File: config.mk
export PLATFORM = sky130hd
export DESIGN_NAME = branch_issue_queue
export DESIGN_NICKNAME = d
export VERILOG_FILES = /design/src/rtl/kiwi_pkg.sv /design/src/rtl/brq_entry.sv /design/src/rtl/branch_issue_queue.sv
export SDC_FILE = /design/constraint.sdc
export NUM_CORES = 2
export LEC_CHECK = 0
export CAP_MARGIN = 20
export CELL_PAD_IN_SITES_DETAIL_PLACEMENT = 1
export CELL_PAD_IN_SITES_GLOBAL_PLACEMENT = 2
export CORE_ASPECT_RATIO = 1.2
export CORE_MARGIN = 5
export CORE_UTILIZATION = 42
export CTS_CLUSTER_DIAMETER = 200
export DETAILED_ROUTE_END_ITERATION = 8
export HOLD_SLACK_MARGIN = 0.02
export PLACE_DENSITY_LB_ADDON = 0.05
export SETUP_SLACK_MARGIN = 0.02
export SLEW_MARGIN = 30
export SYNTH_ARGS = -nofsm -noshare
export SYNTH_HDL_FRONTEND = slang
export SYNTH_HIERARCHICAL = 1
export SYNTH_SLANG_ARGS = --single-unit
export TNS_END_PERCENT = 100
File: constraint.sdc
create_clock -name clk -period 27.5 [get_ports clk]
set_input_delay 6.875 -clock clk [delete_from_list [all_inputs] [get_ports clk]]
set_output_delay 6.875 -clock clk [all_outputs]
set_load 0.02 [all_outputs]
File: src/rtl/kiwi_pkg.sv
// Shared kiwi definitions: scoreboard id width and branch function codes.
`ifndef SCOREBOARD_SIZE_WIDTH
`define SCOREBOARD_SIZE_WIDTH 4
`endif

package kiwi_pkg;

  localparam int unsigned SidWidth = `SCOREBOARD_SIZE_WIDTH + 1;

  localparam logic [3:0] FuncJal  = 4'b0111;
  localparam logic [3:0] FuncJalr = 4'b0101;
  localparam logic [3:0] FuncB    = 4'b0100;

endpackage

File: src/rtl/brq_entry.sv
// One branch issue queue slot: payload, per-operand ready/tag/value and writeback tag compare.
// BRQ_WAKEUP_ISSUE_EN exposes a same-cycle wakeup as ready with the writeback value forwarded.
module brq_entry
  import kiwi_pkg::*;
#(
  parameter int unsigned SID_W = kiwi_pkg::SidWidth
) (
  input  logic                  clk,
  input  logic                  rst,
  input  logic                  flush_i,
  input  logic                  wr_en_i,
  input  logic                  pop_i,
  input  logic [63:0]           pc_i,
  input  logic [31:0]           inst_i,
  input  logic [SID_W-1:0]      sid_i,
  input  logic [3:0]            func_i,
  input  logic [1:0]            rs_ready_i,
  input  logic [1:0][SID_W-1:0] rs_tag_i,
  input  logic [1:0][63:0]      rs_value_i,
  input  logic                  wb_valid_i,
  input  logic [SID_W-1:0]      wb_sid_i,
  input  logic [63:0]           wb_value_i,
  output logic                  valid_o,
  output logic [63:0]           pc_o,
  output logic [31:0]           inst_o,
  output logic [SID_W-1:0]      sid_o,
  output logic [3:0]            func_o,
  output logic [1:0]            issue_ready_o,
  output logic [1:0][63:0]      issue_value_o
);

  logic [1:0]            ready_q;
  logic [1:0][SID_W-1:0] tag_q;
  logic [1:0][63:0]      value_q;
  logic [1:0]            wr_hit;
  logic [1:0]            wake;

  always_comb begin
    wr_hit = '0;
    wake   = '0;
    for (int i = 0; i < 2; i++) begin
      wr_hit[i] = wb_valid_i & ~rs_ready_i[i] & (wb_sid_i == rs_tag_i[i]);
      wake[i]   = valid_o & ~ready_q[i] & wb_valid_i & (wb_sid_i == tag_q[i]);
    end
  end

  always_ff @(posedge clk or posedge rst) begin
    if (rst) begin
      valid_o <= 1'b0;
      pc_o    <= '0;
      inst_o  <= '0;
      sid_o   <= '0;
      func_o  <= '0;
      ready_q <= '0;
      tag_q   <= '0;
      value_q <= '0;
    end else if (flush_i) begin
      valid_o <= 1'b0;
      ready_q <= '0;
    end else if (wr_en_i) begin
      valid_o <= 1'b1;
      pc_o    <= pc_i;
      inst_o  <= inst_i;
      sid_o   <= sid_i;
      func_o  <= func_i;
      tag_q   <= rs_tag_i;
      for (int i = 0; i < 2; i++) begin
        ready_q[i] <= rs_ready_i[i] | wr_hit[i];
        value_q[i] <= wr_hit[i] ? wb_value_i : rs_value_i[i];
      end
    end else begin
      if (pop_i) valid_o <= 1'b0;
      for (int i = 0; i < 2; i++) begin
        if (wake[i]) begin
          ready_q[i] <= 1'b1;
          value_q[i] <= wb_value_i;
        end
      end
    end
  end

`ifdef BRQ_WAKEUP_ISSUE_EN
  always_comb begin
    issue_ready_o = '0;
    issue_value_o = '0;
    for (int i = 0; i < 2; i++) begin
      issue_ready_o[i] = ready_q[i] | wake[i];
      issue_value_o[i] = wake[i] ? wb_value_i : value_q[i];
    end
  end
`else
  assign issue_ready_o = ready_q;
  assign issue_value_o = value_q;
`endif

endmodule

File: src/rtl/branch_issue_queue.sv
// In-order branch issue queue: issues the head once both operands are ready, registered outputs.
// Define BRQ_WAKEUP_ISSUE_EN to let the head issue in the same cycle as its final wakeup.
module branch_issue_queue
  import kiwi_pkg::*;
#(
  parameter int unsigned DEPTH = 4,
  parameter int unsigned SID_W = kiwi_pkg::SidWidth
) (
  input  logic             clk,
  input  logic             rst,
  input  logic             flush_i,
  input  logic             enq_valid_i,
  output logic             enq_ready_o,
  input  logic [63:0]      enq_pc_i,
  input  logic [31:0]      enq_inst_i,
  input  logic [SID_W-1:0] enq_sid_i,
  input  logic [3:0]       enq_func_code_i,
  input  logic             enq_rs1_ready_i,
  input  logic [SID_W-1:0] enq_rs1_tag_i,
  input  logic [63:0]      enq_rs1_value_i,
  input  logic             enq_rs2_ready_i,
  input  logic [SID_W-1:0] enq_rs2_tag_i,
  input  logic [63:0]      enq_rs2_value_i,
  input  logic             wb_valid_i,
  input  logic [SID_W-1:0] wb_sid_i,
  input  logic [63:0]      wb_value_i,
  output logic             branch_valid_o,
  output logic [63:0]      branch_pc_o,
  output logic [31:0]      branch_inst_o,
  output logic [SID_W-1:0] branch_sid_o,
  output logic [63:0]      rs1_value_o,
  output logic [63:0]      rs2_value_o,
  output logic [3:0]       func_code_o
);

  localparam int unsigned PtrW = $clog2(DEPTH);
  localparam logic [PtrW:0] Full = (PtrW + 1)'(DEPTH);

  logic [PtrW-1:0] head_q, tail_q;
  logic [PtrW:0]   count_q;

  logic                 e_valid [DEPTH];
  logic [63:0]          e_pc    [DEPTH];
  logic [31:0]          e_inst  [DEPTH];
  logic [SID_W-1:0]     e_sid   [DEPTH];
  logic [3:0]           e_func  [DEPTH];
  logic [1:0]           e_ready [DEPTH];
  logic [1:0][63:0]     e_value [DEPTH];

  logic                  enq_fire, push, bypass, issue_head;
  logic [1:0]            enq_rdy, bypass_rdy;
  logic [1:0][SID_W-1:0] enq_tag;
  logic [1:0][63:0]      enq_value, bypass_value;

  assign enq_rdy   = {enq_rs2_ready_i, enq_rs1_ready_i};
  assign enq_tag   = {enq_rs2_tag_i, enq_rs1_tag_i};
  assign enq_value = {enq_rs2_value_i, enq_rs1_value_i};

`ifdef BRQ_WAKEUP_ISSUE_EN
  always_comb begin
    bypass_rdy   = enq_rdy;
    bypass_value = enq_value;
    for (int i = 0; i < 2; i++) begin
      if (wb_valid_i && !enq_rdy[i] && wb_sid_i == enq_tag[i]) begin
        bypass_rdy[i]   = 1'b1;
        bypass_value[i] = wb_value_i;
      end
    end
  end
`else
  assign bypass_rdy   = enq_rdy;
  assign bypass_value = enq_value;
`endif

  assign enq_ready_o = (count_q < Full) & ~flush_i;
  assign enq_fire    = enq_valid_i & enq_ready_o;
  assign issue_head  = e_valid[head_q] & (&e_ready[head_q]) & ~flush_i;
  // An empty queue hands a fully-ready branch straight to the outputs for 1-cycle latency.
  assign bypass      = ~e_valid[head_q] & enq_fire & (&bypass_rdy);
  assign push        = enq_fire & ~bypass;

  for (genvar g = 0; g < DEPTH; g++) begin : gen_entry
    brq_entry #(
      .SID_W(SID_W)
    ) u_entry (
      .clk          (clk),
      .rst          (rst),
      .flush_i      (flush_i),
      .wr_en_i      (push && tail_q == PtrW'(g)),
      .pop_i        (issue_head && head_q == PtrW'(g)),
      .pc_i         (enq_pc_i),
      .inst_i       (enq_inst_i),
      .sid_i        (enq_sid_i),
      .func_i       (enq_func_code_i),
      .rs_ready_i   (enq_rdy),
      .rs_tag_i     (enq_tag),
      .rs_value_i   (enq_value),
      .wb_valid_i   (wb_valid_i),
      .wb_sid_i     (wb_sid_i),
      .wb_value_i   (wb_value_i),
      .valid_o      (e_valid[g]),
      .pc_o         (e_pc[g]),
      .inst_o       (e_inst[g]),
      .sid_o        (e_sid[g]),
      .func_o       (e_func[g]),
      .issue_ready_o(e_ready[g]),
      .issue_value_o(e_value[g])
    );
  end

  always_ff @(posedge clk or posedge rst) begin
    if (rst) begin
      head_q  <= '0;
      tail_q  <= '0;
      count_q <= '0;
    end else if (flush_i) begin
      head_q  <= '0;
      tail_q  <= '0;
      count_q <= '0;
    end else begin
      if (issue_head) head_q <= head_q + 1'b1;
      if (push)       tail_q <= tail_q + 1'b1;
      unique case ({push, issue_head})
        2'b10:   count_q <= count_q + 1'b1;
        2'b01:   count_q <= count_q - 1'b1;
        default: count_q <= count_q;
      endcase
    end
  end

  logic [63:0]      sel_pc, sel_rs1, sel_rs2;
  logic [31:0]      sel_inst;
  logic [SID_W-1:0] sel_sid;
  logic [3:0]       sel_func;

  always_comb begin
    sel_pc   = enq_pc_i;
    sel_inst = enq_inst_i;
    sel_sid  = enq_sid_i;
    sel_func = enq_func_code_i;
    sel_rs1  = bypass_value[0];
    sel_rs2  = bypass_value[1];
    if (issue_head) begin
      sel_pc   = e_pc[head_q];
      sel_inst = e_inst[head_q];
      sel_sid  = e_sid[head_q];
      sel_func = e_func[head_q];
      sel_rs1  = e_value[head_q][0];
      sel_rs2  = e_value[head_q][1];
    end
  end

  always_ff @(posedge clk or posedge rst) begin
    if (rst) begin
      branch_valid_o <= 1'b0;
      branch_pc_o    <= '0;
      branch_inst_o  <= '0;
      branch_sid_o   <= '0;
      func_code_o    <= '0;
      rs1_value_o    <= '0;
      rs2_value_o    <= '0;
    end else begin
      branch_valid_o <= issue_head | bypass;
      if (issue_head || bypass) begin
        branch_pc_o   <= sel_pc;
        branch_inst_o <= sel_inst;
        branch_sid_o  <= sel_sid;
        func_code_o   <= sel_func;
        rs1_value_o   <= sel_rs1;
        rs2_value_o   <= sel_rs2;
      end
    end
  end

endmodule

**After elaboration in Yosys (flattened, before gate mapping)**

Cells that the tools add are included.

- Bits in registers: 1225
- Bits of input ports: 319

- Add/sub/neg operators: 4
- $lt $le $gt $ge: 2
- Multiplexer cells: 75
- Reductions and logical operators: 48
- Equality and inequality tests: 18
- Bitwise logic cells: 52

Operators by type and width:

| operator | count |
|---|---|
| 2-to-1 mux 64 bit | 15 |
| 2-to-1 mux 128 bit | 6 |
| binary-select mux 128 bit (select 2 bit) | 1 |
| binary-select mux 64 bit (select 2 bit) | 1 |
| 2-to-1 mux 32 bit | 3 |
| binary-select mux 32 bit (select 2 bit) | 1 |
| == test 5 bit | 10 |
| nonzero test 3 bit | 13 |
| AND 1 bit | 35 |
| 2-to-1 mux 2 bit | 14 |
| AND reduction 2 bit | 14 |
| 2-to-1 mux 1 bit | 22 |
| nonzero test 2 bit | 10 |
| 2-to-1 mux 5 bit | 3 |
| NOT 1 bit | 13 |
| 2-to-1 mux 4 bit | 3 |
| binary-select mux 5 bit (select 2 bit) | 1 |
| == test 2 bit (second input constant) | 5 |
| binary-select mux 4 bit (select 2 bit) | 1 |
| logical AND 1 bit | 8 |
| == test 2 x 1 -> 1 bit (second input constant) | 3 |
| case mux 3 bit (2 select lines) | 1 |
| adder 2 x 1 -> 2 bit (second input constant) | 2 |
| binary-select mux 2 bit (select 2 bit) | 1 |
| 10 further kinds | 13 |

**Longest topological paths before layout**

- Word-level depth: 12
- Depth in mapped cells: 12
- Gate-level depth less buffers: 8

**Cells and area by module**

Netlist, hierarchy kept.

By module, submodules not included:

| module | area an instance (sq um) | cells an instance | instances |
|---|---|---|---|
| brq_entry | 13867.0 | 1311 | 4 |
| branch_issue_queue | 16796.1 | 1367 | 1 |

**Least setup slack after synthesis**

Ideal clock, no wire load.

- Path kind: input port to output port
- Start point: input port flush_i
- End point: output port enq_ready_o
- Stages on the path: 2
- Arrival: 7.385 ns
- Path buffers: 1
- Path slack: 13.240 ns
- Cells stage by stage: clkbuf_1 nor2_1

- Longest elaborated chain between the ends: 2

RTL lines:

| element | line | source |
|---|---|---|
| start: declaration | branch_issue_queue.sv:11 | `input logic flush_i,` |
| NOT 1 bit (no line) | - |  |
| AND 1 bit | branch_issue_queue.sv:75 | `assign enq_ready_o = (count_q < Full) & ~flush_i;` |
| end: declaration | branch_issue_queue.sv:13 | `output logic enq_ready_o,` |

No other way between the ends.

**Worst setup path in the final report**

Ends and elaborated chain as after synthesis.

==> qor.csv <==
metric;value;unit
synth_adder_area_share;0.1662;%
placeableCoreArea;0.1709;mm^2
rows;166;
rrSetupSlack;21.36;ns
synth-main-ff-cell;dfrtp_1;
ys.warnings.count;6;
critPathBufInv;3;
syn_nets;6939;
irDropWorstVdd;0.00006203;V
htreeDepth;4;
cts-buffers-inserted;145;
drv_slew;0;
die_x;388.7;um
synth-seq-cells;1225;
timing.critical_path.from;flush_i;
routed-via-count;71133;
synth.area.top_cells;dfrtp_1 42%, mux4_2 7.3%, mux2_2 7.2%;
stdcell_area;0.08314;mm^2
muxShareOfSynthArea;17.73;%
die_area;0.1805;mm^2
fin_crit;15.30;ns
cts.sinks;1225;
postCtsHoldBufs;0;
fillers;17894;
synth_compound_area_share;23.28;%
io_pins;554;
nets;6933;
layout-drive-gt1-share;17.70;%
synth_top_area_share;42.42;%
postRouteAntennaNets;0;
final-hold-violation-count;0;
max_freq;65.38;MHz
synth_edf_count;0;
status;finished clean;
totalWireLength;382100;um
cts_tree;built;
cp_max_fo;25;
cts-resized-gates;0;
synthSimpleGateAreaFrac;9.466;%
cts_setup_buffers;0;
post_drt_wl_per_cell;42.32;um
synth_cell_types;47;
crit_path_top_delay_cell;clkdlybuf4s50_1;
worstPathArrival;8.42;ns
grt_pass1_wl;540900;um
cap_violations;0;
synth_cells;6611;
final_cells;9027;
grt_pass1_vias;74243;
netlist_area;0.07226;mm^2
seq_area;0.03066;mm^2
critPathLaunchType;input port;
required;20.62;ns
slowest_delay;0.64;ns
multi_input_comb_area;0.03748;mm^2
crit_type;in2out;
place_congestion;0.8321;
grt_usage;40.57;%
setup_viol;0;
clock_latency;0.84;ns
grt_overflow;0;
synth_top_family_by_area;compound AO/OA/AOI/OAI gates;
setup-tns-final;0;ns
hpwl;196800;um
ys_seq_area_share;42.42;%
grt_max_degree;171;
initial_core_util;42.28;%
path_clk_slew;0.06;ns
synth_xor_area_share;0.7151;%
crit_top_cell;clkdlybuf4s50_1;
dieHeight;464.4;um
via_per_inst;7.880;
cp_cell_sequence;clkdlybuf4s50_1 -> buf_4 -> nor2_1 -> clkdlybuf4s50_1;
clock_path_buffers;3;
syn2layout_area_growth;15.05;%
initialDrtViolationCount;10309;
relSlewSlack;17.74;%
avgSynthCellArea;10.93;um^2
clock_skew;0.03958;ns
worst_slew_pin_slew;1.234;ns
end_kind;output port;
timing.rr.start;head_q[0];
power.density;73.03;mW/mm^2
port_buffers;553;
postPlaceCellArea;0.07808;mm^2
cts-root-buf;clkbuf_16;
place_inst;8724;
whs;0.5012;ns
path_delay_family;buffers and inverters;
min_from;gen_entry[2].u_entry/func_o[2];
yosysTopAreaCell;dfrtp_1;
finalCritPeriodShare;55.62;%
drtPass1Iterations;7;
rsz0062_at_grt;false;
async_flop_share;100.0;%
hold_path.class;reg2reg;
drcViolationCount;0;
antenna_found_initial;48;
leakagePower;29.32;nW
==> cell usage in the layout (no fill, tap or decap), drive strengths merged, types with 17 or more instances in the layout <==
cell type         n
dfrtp          1225
clkdlybuf4s50   551
a211oi          512
clkbuf          218
mux2i           235
diode            37
nor3             17
mux4            234
nor2             17
o211ai          513
nand2b           24
inv              31
a41oi           512
xnor2            19
xor2             40
a31oi           512
o21ai           234
nand4           520
nor2b           277
clkinv           29
mux2            461
nand2           248
buf             176
==> path summary, 6_finish.rpt <==
path / to / cells past startpoint
setup / recovery: enq_ready_o / 4
hold / removal: gen_entry[2].u_entry/func_o[2] / 1
setup reg to reg: gen_entry[0].u_entry/inst_o[26] / 9
hold reg to reg: gen_entry[2].u_entry/func_o[2] / 1
max in group asynchronous: gen_entry[0].u_entry/issue_value_o[48] / 5
min in group asynchronous: gen_entry[0].u_entry/inst_o[10] / 2
==> synth_stat cells (159+ instances only) <==
cell type,n
a211oi_1,512
a31oi_1,512
a41oi_1,512
buf_2,384
clkbuf_1,346
dfrtp_1,1225
mux2_2,461
mux2i_1,235
mux4_2,234
nand2_1,248
nand4_1,520
nor2b_1,277
o211ai_1,513
o21ai_1,159
==> power by group <==
group	internal (W)	leakage, nW	switching, W	total [W]
Combinational	0.000643	11.3	0.000996	0.00164
Sequential	0.00217	15.6	0.000221	0.00239
Clock	0.00116	2.41	0.000885	0.00204
Total	0.00397	29.3	0.00210	0.00607
==> layout make-up <==
type | count | area share, %
inverters | 22 | 0.1445
multi-input cells | 4484 | 45.08
well taps | 2268 | 3.413
diodes | 37 | 0.1114
repair buffers | 727 | 8.497
clock buffers | 218 | 5.167
clock inverters | 46 | 0.7088
flip-flops and latches | 1225 | 36.88
==> flip-flops by register name, indices dropped and copies added (netlist names), 3 cells and up <==
name / flops
gen_entry.u_entry/valid_o: 4
rs2_value_o: 64
count_q: 3
gen_entry.u_entry/func_o: 16
gen_entry.u_entry/issue_ready_o: 8
branch_sid_o: 5
gen_entry.u_entry/pc_o: 256
func_code_o: 4
gen_entry.u_entry/issue_value_o: 512
gen_entry.u_entry/tag_q: 40
rs1_value_o: 64
gen_entry.u_entry/sid_o: 20
branch_pc_o: 64
branch_inst_o: 32
gen_entry.u_entry/inst_o: 128
==> stage by stage <==
step,util [%],setup WS (ns),power [W]
CTS,48.54,12.19,0.006030
global placement,45.65,12.23,0.003937
floorplan,-,13.24,0.003237
detailed placement,45.68,12.20,0.003988
global route,48.60,12.15,0.006251
finish,48.64,12.20,0.006072
==> logic make-up (layout without fill, tap and decap cells) <==
group / after synthesis / in the layout
muxes: 930 / 930
other: 0 / 37
xor gates and xnor gates: 59 / 59
buffers and inverters: 902 / 1013
AOI/OAI and AO/OA: 2317 / 2317
adders and majority gates: 9 / 9
and+or+nand+nor: 1169 / 1169
DFF: 1225 / 1225
==> metal layers <==
metal	share of wire, %	vias up	wire (um)	track usage [%]
met1	38	36562	145200	51.54
met4	6.9	26	26540	23.29
met2	42	5883	159800	58.93
met5	0.057	-	219	0.3209
met3	13	1843	50270	15.68
li1	-	26819	-	-
==> worst reg2reg max path, stage by stage, from the launching register on <==
cell	delay, ns
dfrtp_4	1.03
mux4_2	0.48
nor2_1	0.07
nor2_1	0.50
and2_4	0.81
nor2b_4	0.89
buf_4	0.51
buf_16	0.30
buf_12	0.71
mux2_2	0.72
No activity file was read; power rests on OpenSTA's default activity.
